File: config.mk
export PLATFORM = sky130hd
export DESIGN_NAME = hs_tx_queue_flat
export DESIGN_NICKNAME = d
export VERILOG_FILES = /design/src/rtl/hs_pkg.sv /design/src/rtl/hs_tx_queue_if.sv /design/src/rtl/hs_fifo_mem.sv /design/src/rtl/hs_tx_queue.sv /design/src/flat_wrapper.sv
export SDC_FILE = /design/constraint.sdc
export NUM_CORES = 1
export LEC_CHECK = 0
export ABC_CLOCK_PERIOD_IN_PS = 5780
export BUFFER_PORTS_ARGS = -buffer_cell sky130_fd_sc_hd__clkbuf_2
export CAP_MARGIN = 10
export CORE_MARGIN = 2
export CORE_UTILIZATION = 40
export DETAILED_ROUTE_END_ITERATION = 12
export PLACE_DENSITY = 0.63
export SYNTH_ARGS = -nofsm -noshare
export SYNTH_HDL_FRONTEND = slang
export SYNTH_SLANG_ARGS = --single-unit
File: constraint.sdc
create_clock -name clk -period 5.78 [get_ports clk]
set_input_delay 0.578 -clock clk [delete_from_list [all_inputs] [get_ports clk]]
set_output_delay 0.578 -clock clk [all_outputs]
set_load 0.01 [all_outputs]
File: src/rtl/hs_pkg.sv
// Shared constants and helpers for the valid/ready transmit queue family.
package hs_pkg;

   localparam int   HS_DATA_W   = 32;
   localparam int   HS_DEPTH    = 4;
   localparam logic HS_DATA_RST = 1'b0;

   // One extra wrap bit beyond the index lets full and empty be told apart.
   function automatic int hs_ptr_w(input int depth);
      return $clog2(depth) + 1;
   endfunction

endpackage

File: src/rtl/hs_tx_queue_if.sv
// Valid/ready channel: master drives data/valid, slave drives ready.
interface hs_tx_queue_if #(
   parameter int DATA_W = hs_pkg::HS_DATA_W
);

   logic [DATA_W-1:0] data;
   logic              valid;
   logic              ready;

   modport master (output data, output valid, input ready);
   modport slave  (input data, input valid, output ready);

endinterface

File: src/rtl/hs_fifo_mem.sv
// Plain register array: synchronous write, asynchronous read by index.
module hs_fifo_mem #(
   parameter int DATA_W = 32,
   parameter int DEPTH  = 4
) (
   input  logic                     clk,
   input  logic                     we,
   input  logic [$clog2(DEPTH)-1:0] waddr,
   input  logic [DATA_W-1:0]        wdata,
   input  logic [$clog2(DEPTH)-1:0] raddr,
   output logic [DATA_W-1:0]        rdata
);

   logic [DATA_W-1:0] mem [DEPTH];

   // NOTE: storage has no reset; the queue pointers alone decide which entries are live.
   always_ff @(posedge clk) begin
      if (we) mem[waddr] <= wdata;
   end

   assign rdata = mem[raddr];

endmodule

File: src/rtl/hs_tx_queue.sv
// Circular FIFO between a producer and a valid/ready slave.
// Optional counters enabled by defining HS_TX_QUEUE_STATS_EN.
module hs_tx_queue
   import hs_pkg::*;
#(
   parameter int DATA_W    = HS_DATA_W,
   parameter int DEPTH     = HS_DEPTH,   // power of 2, at least 2
   parameter int AFULL_LVL = DEPTH - 1
) (
   input  logic                         clk,
   input  logic                         reset,
   hs_tx_queue_if.slave                 prod,
   hs_tx_queue_if.master                tx,
   output logic [hs_ptr_w(DEPTH)-1:0]   count,
   output logic                         almost_full,
   output logic                         overflow
`ifdef HS_TX_QUEUE_STATS_EN
   ,
   output logic [31:0]                  xfer_cnt,
   output logic [31:0]                  stall_cnt
`endif
);

   localparam int PW = hs_ptr_w(DEPTH);
   localparam int AW = PW - 1;

   logic [PW-1:0]     wr_ptr;
   logic [PW-1:0]     rd_ptr;
   logic [DATA_W-1:0] rdata;
   logic              empty;
   logic              full;
   logic              valid;
   logic              wr_en;
   logic              rd_en;

   assign empty = (wr_ptr == rd_ptr);
   assign full  = (wr_ptr[AW-1:0] == rd_ptr[AW-1:0]) && (wr_ptr[AW] != rd_ptr[AW]);
   assign valid = !empty;

   // Producer acceptance depends only on occupancy, never on the slave's ready.
   assign prod.ready = !full && !reset;
   assign wr_en      = prod.valid && prod.ready;
   assign rd_en      = valid && tx.ready;

   assign tx.valid    = valid;
   assign tx.data     = valid ? rdata : {DATA_W{HS_DATA_RST}};
   assign count       = wr_ptr - rd_ptr;
   assign almost_full = (count >= PW'(AFULL_LVL));

   hs_fifo_mem #(
      .DATA_W (DATA_W),
      .DEPTH  (DEPTH)
   ) u_mem (
      .clk   (clk),
      .we    (wr_en),
      .waddr (wr_ptr[AW-1:0]),
      .wdata (prod.data),
      .raddr (rd_ptr[AW-1:0]),
      .rdata (rdata)
   );

   // NOTE: sequential state uses non-blocking assignments so every register samples pre-edge values.
   always_ff @(posedge clk) begin
      if (reset) begin
         wr_ptr   <= '0;
         rd_ptr   <= '0;
         overflow <= 1'b0;
      end else begin
         if (wr_en) wr_ptr <= wr_ptr + PW'(1);
         if (rd_en) rd_ptr <= rd_ptr + PW'(1);
         if (prod.valid && full) overflow <= 1'b1;
      end
   end

`ifdef HS_TX_QUEUE_STATS_EN
   always_ff @(posedge clk) begin
      if (reset) begin
         xfer_cnt  <= '0;
         stall_cnt <= '0;
      end else begin
         if (rd_en)               xfer_cnt  <= xfer_cnt + 32'd1;
         if (valid && !tx.ready)  stall_cnt <= stall_cnt + 32'd1;
      end
   end
`endif

endmodule

File: src/flat_wrapper.sv
// flat-port wrapper written by rule: the top's interface ports become plain ports
module hs_tx_queue_flat import hs_pkg::*;
#(
   parameter int DATA_W    = HS_DATA_W,
   parameter int DEPTH     = HS_DEPTH,                            
   parameter int AFULL_LVL = DEPTH - 1
)
  (clk, reset, count, almost_full, overflow, prod_data, prod_valid, prod_ready, tx_data, tx_valid, tx_ready);
  hs_tx_queue_if #(.DATA_W(DATA_W)) prod_i ();
  hs_tx_queue_if #(.DATA_W(DATA_W)) tx_i ();
  input  logic clk;
  input  logic reset;
  output logic [hs_ptr_w(DEPTH)-1:0] count;
  output logic almost_full;
  output logic overflow;
  input wire logic [$bits(prod_i.data)-1:0] prod_data;
  input wire logic [$bits(prod_i.valid)-1:0] prod_valid;
  output wire logic [$bits(prod_i.ready)-1:0] prod_ready;
  output wire logic [$bits(tx_i.data)-1:0] tx_data;
  output wire logic [$bits(tx_i.valid)-1:0] tx_valid;
  input wire logic [$bits(tx_i.ready)-1:0] tx_ready;
  assign prod_i.data = prod_data;
  assign prod_i.valid = prod_valid;
  assign prod_ready = prod_i.ready;
  assign tx_data = tx_i.data;
  assign tx_valid = tx_i.valid;
  assign tx_i.ready = tx_ready;
  hs_tx_queue #(.DATA_W(DATA_W), .DEPTH(DEPTH), .AFULL_LVL(AFULL_LVL)) u_core (.clk(clk), .reset(reset), .prod(prod_i), .tx(tx_i), .count(count), .almost_full(almost_full), .overflow(overflow));
endmodule
# --- Word level (Yosys, flattened, before mapping) ---
# Memories as Yosys holds them, arrays and structs flattened. A register that Yosys moved wholly into a read port is not among the register bits.
# Index checks and enable logic that the tools add are counted.
totals:
  reg_bits: 7
  mem_bits_rw: 128
  input_bits: 36
  output_inout_bits: 39
  word_cells: 24
  mem_count: 1
classes:
  addsub: 3
  n_lt_le_gt_ge: 1
  n_eq_ne: 3
  n_mux: 5
  reduce_logical: 8
mem_list:
  columns: ["name", "depth", "width", "rd", "rd_clocked_by_memory_dff", "write_ports", "line", "rtl"]
  rows:
  - ["u_core.u_mem.mem", 4, 32, 1, 1, 1, "hs_fifo_mem.sv:14", "logic [DATA_W-1:0] mem [DEPTH];"]
op_table:
  columns: ["op", "n"]
  rows:
  - ["two-way mux 32 bit", 1]
  - ["adder 3 x 1 -> 3 bit (second input constant)", 2]
  - ["logical AND 1 bit", 5]
  - ["two-way mux 2 bit", 2]
  - ["equality test 3 bit", 1]
  - ["greater-or-equal comparator 3 x 2 -> 1 bit (second input constant)", 1]
  - ["logical NOT 1 bit", 3]
  - ["subtractor 3 bit", 1]
  - ["equality test 2 bit", 1]
  - ["two-way mux 1 bit", 2]
  - ["inequality test 1 bit", 1]

# --- Logic depth before layout (Yosys ltp) ---
# Gate-level depths: netlist (run 1).
logic_depth:
  depth_word: 7
  depth_mapped: 6

# --- Cells and area by module ---
# Synthesis (run 1) repeated with hierarchy kept, for this count alone.
unflattened:
  cells_unflattened: 269
  area_unflattened_um2: 5525.3
modules_own_cells:
  columns: ["module", "instances", "cells_per_inst", "area_each_um2", "seq_area_each_um2"]
  rows:
  - ["hs_fifo_mem", 1, 171, 4689.5, 3843.7]
  - ["hs_tx_queue", 1, 98, 835.8, 140.1]

# --- Least setup slack after synthesis (run 1) ---
# Ideal clock, no wire load.
synth_path:
  path_kind: "register to register"
  startpoint: "reg u_core.wr_ptr[0]"
  endpoint: "mem u_core.u_mem.mem[0][0] (enable)"
  arrival_ps: 2307
  setup_slack_ps: 3080
  path_stages_with_launch: 7
  path_buffers: 1
  synth_period_minus_slack_ps: 2700
  path_cell_list: "dfxtp_1 inv_1 ha_1 and2_1 clkbuf_1 a21oi_1 and3_1"
synth_between:
  elab_chain_len: 7
synth_lines:
  columns: ["item", "line", "rtl"]
  rows:
  - ["start, declared", "hs_tx_queue.sv:27", "logic [PW-1:0] wr_ptr;"]
  - ["start signal, assigned", "hs_tx_queue.sv:69", "if (wr_en) wr_ptr <= wr_ptr + PW'(1);"]
  - ["equality test 2 bit", "hs_tx_queue.sv:37", "assign full = (wr_ptr[AW-1:0] == rd_ptr[AW-1:0]) && (wr_ptr[AW] != rd_ptr[AW]);"]
  - ["logical AND 1 bit", "hs_tx_queue.sv:37", null]
  - ["logical NOT 1 bit", "hs_tx_queue.sv:41", "assign prod.ready = !full && !reset;"]
  - ["logical AND 1 bit", "hs_tx_queue.sv:41", null]
  - ["named net prod_ready", "flat_wrapper.sv:18", "output wire logic [$bits(prod_i.ready)-1:0] prod_ready;"]
  - ["logical AND 1 bit", "hs_tx_queue.sv:42", "assign wr_en = prod.valid && prod.ready;"]
  - ["two-way mux 1 bit", "hs_fifo_mem.sv:18", "if (we) mem[waddr] <= wdata;"]
  - ["two-way mux 1 bit (not written as such)", "hs_fifo_mem.sv:18", null]
  - ["end, declared", "hs_fifo_mem.sv:14", null]
# The timed path passes the listed nets, and every way through them passes these cells.

# --- Worst setup path in the final report (run 1) ---
layout_path:
  startpoint: "reg u_core.wr_ptr[0]"
  endpoint: "out tx_data[8]"
layout_between:
  elab_chain_len: 2
layout_lines:
  columns: ["item", "line", "rtl"]
  rows:
  - ["equality test 3 bit", "hs_tx_queue.sv:36", "assign empty = (wr_ptr == rd_ptr);"]
  - ["two-way mux 32 bit", "hs_tx_queue.sv:46", "assign tx.data = valid ? rdata : {DATA_W{HS_DATA_RST}};"]
  - ["end, declared", "flat_wrapper.sv:19", "output wire logic [$bits(tx_i.data)-1:0] tx_data;"]
# No other way between the ends.

==> reports/qor.txt, run 1 <==
Outcome: finished clean
Final Slew Violations: 0
Die area: 0.0146 mm2
Pre-CTS setup slack: 2980 ps
Part of the cycle the worst path needs: 55.5%
WL/cell: 18.1 um
Routed WL: 9.80 mm
Hold-critical path endpoint: u_core.u_mem.mem[2][23]
Routed vias/inst: 5.10
Hold path startpoint: prod_data[23]
MaxCap Viol Count: 0
Clk Tree Root Cell: clkbuf_16
Top-area cell type share of the netlist area: 70.6%
Yosys warns: 0
H-tree lvl count: 4
Min Tclk post-route: 3210 ps
Distinct cells, synth: 30
Die span in x: 121 um
FF+latch area: 0.00403 mm2
Port bufs: 74
Post-Syn Area per Cell: 19.8 um2
R2r endpoint: u_core.u_mem.mem[0][12]
R2R Path Start: u_core.wr_ptr[0]
WHS Path Cells: 1
Worst-path clk slew: 60 ps
Synth area leaders: edfxtp_1, mux4_2, nor2b_1
Peak Freq: 312 MHz
Mapped Cells: 275
GRT overflow: 0
Setup Buffers After CTS: 0
Setup TNS: 0 ps
CORE AREA: 0.0133 mm2
Min Hold Slack: 395 ps
Detailed Place HPWL: 5.84 mm
Cell taking the most area after synthesis: edfxtp_1
Number of global-route vias before repair: 2900
Rows: 42
Most frequent cells in the layout: edfxtp_1, clkbuf_2, nor2b_1
Layout area overhead: 20.4%
Die span in y: 121 um
Initial antenna violation count: 1
First-pass GRT wire length: 15.4 mm
Longest Clk Path Bufs: 2
Final worst setup slack: 2570 ps
Util after Layout: 49.3%
Commonest non-fill, non-tap cell in the layout: edfxtp_1
Nets: 400
CTS sink count: 137
Seq/Total Area, Yosys: 73.9%
CP startpoint: u_core.wr_ptr[0]
Synthesized Nets: 319
Peak VDD IR: 0.317 mV
Via count: 2769
Post-Synthesis Cell Area: 0.00545 mm2
Post-DRT Antenna Nets: 0
Drt pass-1 iters: 4
N_diodes: 0
Hold Path Class: input pin to register
Filler cells: 1128
Reg2Reg Depth: 5
Worst-path maximum fanout: 33
Clock Latency Late Sink: 410 ps
RePlAce Congestion: 0.827
Initial Util: 41.0%
Final setup viols: 0
CP Class: register to primary output
Dpl cell area: 0.00599 mm2
Num CTS Buffers: 17
Static leakage: 0.00226 uW
FF-to-FF setup slack: 3090 ps
CP arrival: 2630 ps
Crit. End Element: primary output
DRC Markers: 0
Slew HR: 40.5%
Post-CTS Hold Fix Bufs: 0
Tightest Pin Transition: 893 ps
Design Area, Final: 0.00656 mm2
Max Clock Skew: 10.7 ps
# IOs: 75
Post-cts resize count: 0
Largest net degree at the start of global routing: 34
Startpoint types: register
Final hold vios: 0
Power per cell area: 507 mW/mm2
TritonCTS clock tree: yes
GR Util All Layers: 14.5%
RSZ-0062 raised after global routing: false
FF+latch count, synth: 137
Starting DRT DRC Count: 171
Layout cells sized above 1: 38.4%
Req. time, crit path: 5200 ps
Footprint of the multi-input gates: 0.00134 mm2
-- synthesized netlist by cell type (all sizes together) --
master	n
a41oi	2
and2	1
o2111a	1
a31oi	5
nand4	3
or3	1
nor3	1
and3	4
nand2	7
fa	1
clkinv	1
nor2b	34
xnor2	2
nor3b	4
o311ai	5
edfxtp	128
dfxtp	9
buf	8
mux4	32
ha	7
xor2	1
nor2	2
a21o	1
a21oi	1
clkbuf	5
nand3	3
inv	6
-- where the power goes --
part | total, uW | switching (uW) | internal (uW)
Clock | 1030 | 369 | 666
Sequential | 1270 | 73.0 | 1190
Combinational | 1030 | 581 | 446
Total | 3330 | 1020 | 2300
-- flip-flops by register name, summed over array words and instances (netlist names), named ones only --
signal and cells:
u_core.overflow 1, u_core.u_mem.mem 128, u_core.rd_ptr 3, u_core.wr_ptr 3
-- kinds of logic (layout without fill, tap and decap cells) --
| kind of cell | count (synthesis) | after routing | share of synthesized area, % |
|---|---|---|---|
| adder cells (fa/ha/maj) | 8 | 8 | 1.98 |
| AND/OR/NAND/NOR | 60 | 60 | 6.52 |
| multiplexers | 32 | 32 | 13.2 |
| buffers and inverters | 20 | 112 | 1.63 |
| flip-flops | 137 | 137 | 73.9 |
| XOR/XNOR | 3 | 3 | 0.620 |
| AO/OA/AOI/OAI | 15 | 15 | 2.14 |
-- critical path, cell delays in order, from the launching register on --
cell and delay, ps:
dfxtp_1 420, inv_1 110, ha_1 340, nand2_1 230, nor2_4 730, nor2b_1 200
clkbuf_2 180
-- metrics by stage --
| stage | power [uW] | cells |
|---|---|---|
| 2_1_floorplan | 1950 | 275 |
| 3_3_place_gp | 2330 | 513 |
| 3_5_place_dp | 2350 | 513 |
| 4_1_cts | 3380 | 543 |
| 5_1_grt | 3520 | 543 |
| 6_report | 3330 | 543 |
-- per-layer routing --
layer  track usage, %  up-vias  routed length, um
li1                 -     1275                  -
met1             18.4     1420               4220
met2             23.3       64               4990
met3             4.48        8                482
met4             5.89        2                 99
met5                0        -                 13
-- how the worst max path moves through the flow --
| stage | to | slack, ps | cells after the start |
|---|---|---|---|
| floorplan | u_core.u_mem.mem[0][0] | 3080 | 6 |
| global placement | tx_data[8] | 3070 | 6 |
| detailed placement | tx_data[8] | 2980 | 6 |
| CTS | tx_data[8] | 2530 | 6 |
| global route | tx_data[8] | 2370 | 6 |
| finish | tx_data[8] | 2570 | 6 |
-- cell type report --
class	count	area share (%)
flip-flops and latches	137	61.4
multi-input cells	118	20.5
clock buffers	19	6.60
repair buffers	75	5.76
well taps	176	3.36
clock inverters	11	2.00
inverters	7	0.401
Power figures use the tool's default switching activity.
==> inputs of run 2 (changes only) <==
ABC_CLOCK_PERIOD_IN_PS = 2580   (was 5780)
PLACE_DENSITY = 0.65   (was 0.63)
clock period = 2.58 ns   (was 5.78 ns; I/O delays follow)
==> run 2 against run 1 <==
Effect of this change: register-to-register slack worse by 2900 ps; combinational power up 150%; die area unchanged; worst hold slack worse by 330 ps; critical endpoint is now u_core.u_mem.mem[3][2]; critical path depth unchanged; largest power group unchanged.
==> reports/qor.txt, run 2 (same netlist as run 1, synthesis figures left out) <==
Outcome: finished clean
H-tree lvl count: 4
Min Tclk post-route: 2350 ps
Detailed Place HPWL: 6.74 mm
Nets: 415
Initial Util: 41.0%
MaxCap Viol Count: 0
Post-CTS Hold Fix Bufs: 0
Worst-path clk slew: 60 ps
CP max stage delay: 420 ps
Setup Buffers After CTS: 0
Starting DRT DRC Count: 346
WL/cell: 17.9 um
GRT overflow: 0
First-pass GRT wire length: 15.8 mm
Static leakage: 0.00238 uW
Die area: 0.0146 mm2
Clock Latency Late Sink: 410 ps
RePlAce Congestion: 0.826
Crit-path slowest cell: dfxtp_1
CP arrival: 2470 ps
Via count: 2825
Part of the cycle the worst path needs: 91.0%
Final Slew Violations: 0
Power per cell area: 1170 mW/mm2
Peak VDD IR: 0.688 mV
Clk Tree Root Cell: clkbuf_16
Startpoint types: register
Port bufs: 74
N_diodes: 0
Initial antenna violation count: 0
CP Class: register to register
Rows: 42
Tightest Pin Transition: 488 ps
Crit. End Element: register
Max reg flops: 128
Final worst setup slack: 232 ps
Hold Path Class: input pin to register
RSZ-0062 raised after global routing: false
Setup TNS: 0 ps
Req. time, crit path: 2700 ps
Critical path, cell by cell: inv_1, ha_1, and2_1, a21oi_1, and3_2, buf_4
# IOs: 75
Die span in x: 121 um
Final hold vios: 0
Largest registers: u_core.u_mem.mem: 128 flops, u_core.rd_ptr: 3 flops, u_core.wr_ptr: 3 flops
Largest net degree at the start of global routing: 21
Final setup viols: 0
Commonest non-fill, non-tap cell in the layout: edfxtp_1
Post-DRT Antenna Nets: 0
Register bank with the most flops: u_core.u_mem.mem
Post-cts resize count: 0
DRC Markers: 0
GR Util All Layers: 14.8%
Drt pass-1 iters: 4
Pre-CTS setup slack: 265 ps
Most frequent cells in the layout: edfxtp_1, clkbuf_2, nor2b_1
Die span in y: 121 um
Slew HR: 67.5%
Layout cells sized above 1: 41.9%
Longest Clk Path Bufs: 2
Number of global-route vias before repair: 2979
Worst-path maximum fanout: 8
Peak Freq: 426 MHz
TritonCTS clock tree: yes
Max Clock Skew: 8.99 ps
CORE AREA: 0.0133 mm2
CTS sink count: 137
Routed vias/inst: 5.04
Num CTS Buffers: 17
Layout area overhead: 25.0%
Filler cells: 1090
Routed WL: 10.0 mm
## run 2: cell types whose count changed in the layout (fill, tap and decap cells not counted), moves of 2 or more
cell / previous run / this run
buf_4: 1 / 11
buf_12: 0 / 5
inv_6: 0 / 2
inv_8: 0 / 3
clkinv_4: 1 / 3
clkinv_2: 5 / 1
clkbuf_1: 2 / 0
## run 2: metrics by stage
| stage | instances | area [um2] | power [uW] | hold slack, ps | util (%) |
|---|---|---|---|---|---|
| after floorplan | 275 | 5450 | 4360 | 357 | - |
| after global placement | 528 | 6170 | 5420 | 477 | 46.4 |
| after detailed placement | 528 | 6170 | 5450 | 487 | 46.4 |
| after CTS | 560 | 6810 | 8060 | 51.9 | 51.2 |
| after global routing | 560 | 6810 | 8370 | 58.0 | 51.2 |
| final | 560 | 6810 | 7940 | 65.8 | 51.2 |
## run 2: final timing paths
check	end	depth (start not counted)	startpoint	slack [ps]
max	u_core.u_mem.mem[3][2]	6	u_core.wr_ptr[0]	230
min reg2reg	u_core.overflow	2	u_core.overflow	520
max reg2reg	u_core.u_mem.mem[3][2]	6	u_core.wr_ptr[0]	230
min	u_core.u_mem.mem[2][24]	1	prod_data[24]	70
## run 2: critical path, delay by kind of cell (launching register included)
| family | cells | cell delay (ps) |
|---|---|---|
| and+or+nand+nor | 2 | 640 |
| DFF | 1 | 420 |
| adders and majority gates | 1 | 350 |
| buffers and inverters | 2 | 340 |
| AOI/OAI and AO/OA | 1 | 310 |
## run 2: layer usage
metal	track usage, %	share of wire [%]	vias up
li1	-	-	1304
met1	18.5	42	1424
met2	24.2	51	88
met3	4.39	5.8	9
met4	5.81	1.4	0
met5	0	0	-
## run 2: report_power, final
part	leakage, uW	internal (uW)	switching [uW]
clock network	0.000311	1640	956
logic	0.000835	1180	1370
registers	0.00124	2670	129
## run 2: final cells by class
cell class / instances / area [um2] / share of cell area, %
Clock buffer: 17 / 425 / 6.25
Clock inverter: 15 / 214 / 3.14
Inverter: 7 / 26.3 / 0.386
Multi-Input combinational cell: 118 / 1340 / 19.7
Sequential cell: 137 / 4030 / 59.1
Tap cell: 176 / 220 / 3.23
Timing Repair Buffer: 90 / 553 / 8.12
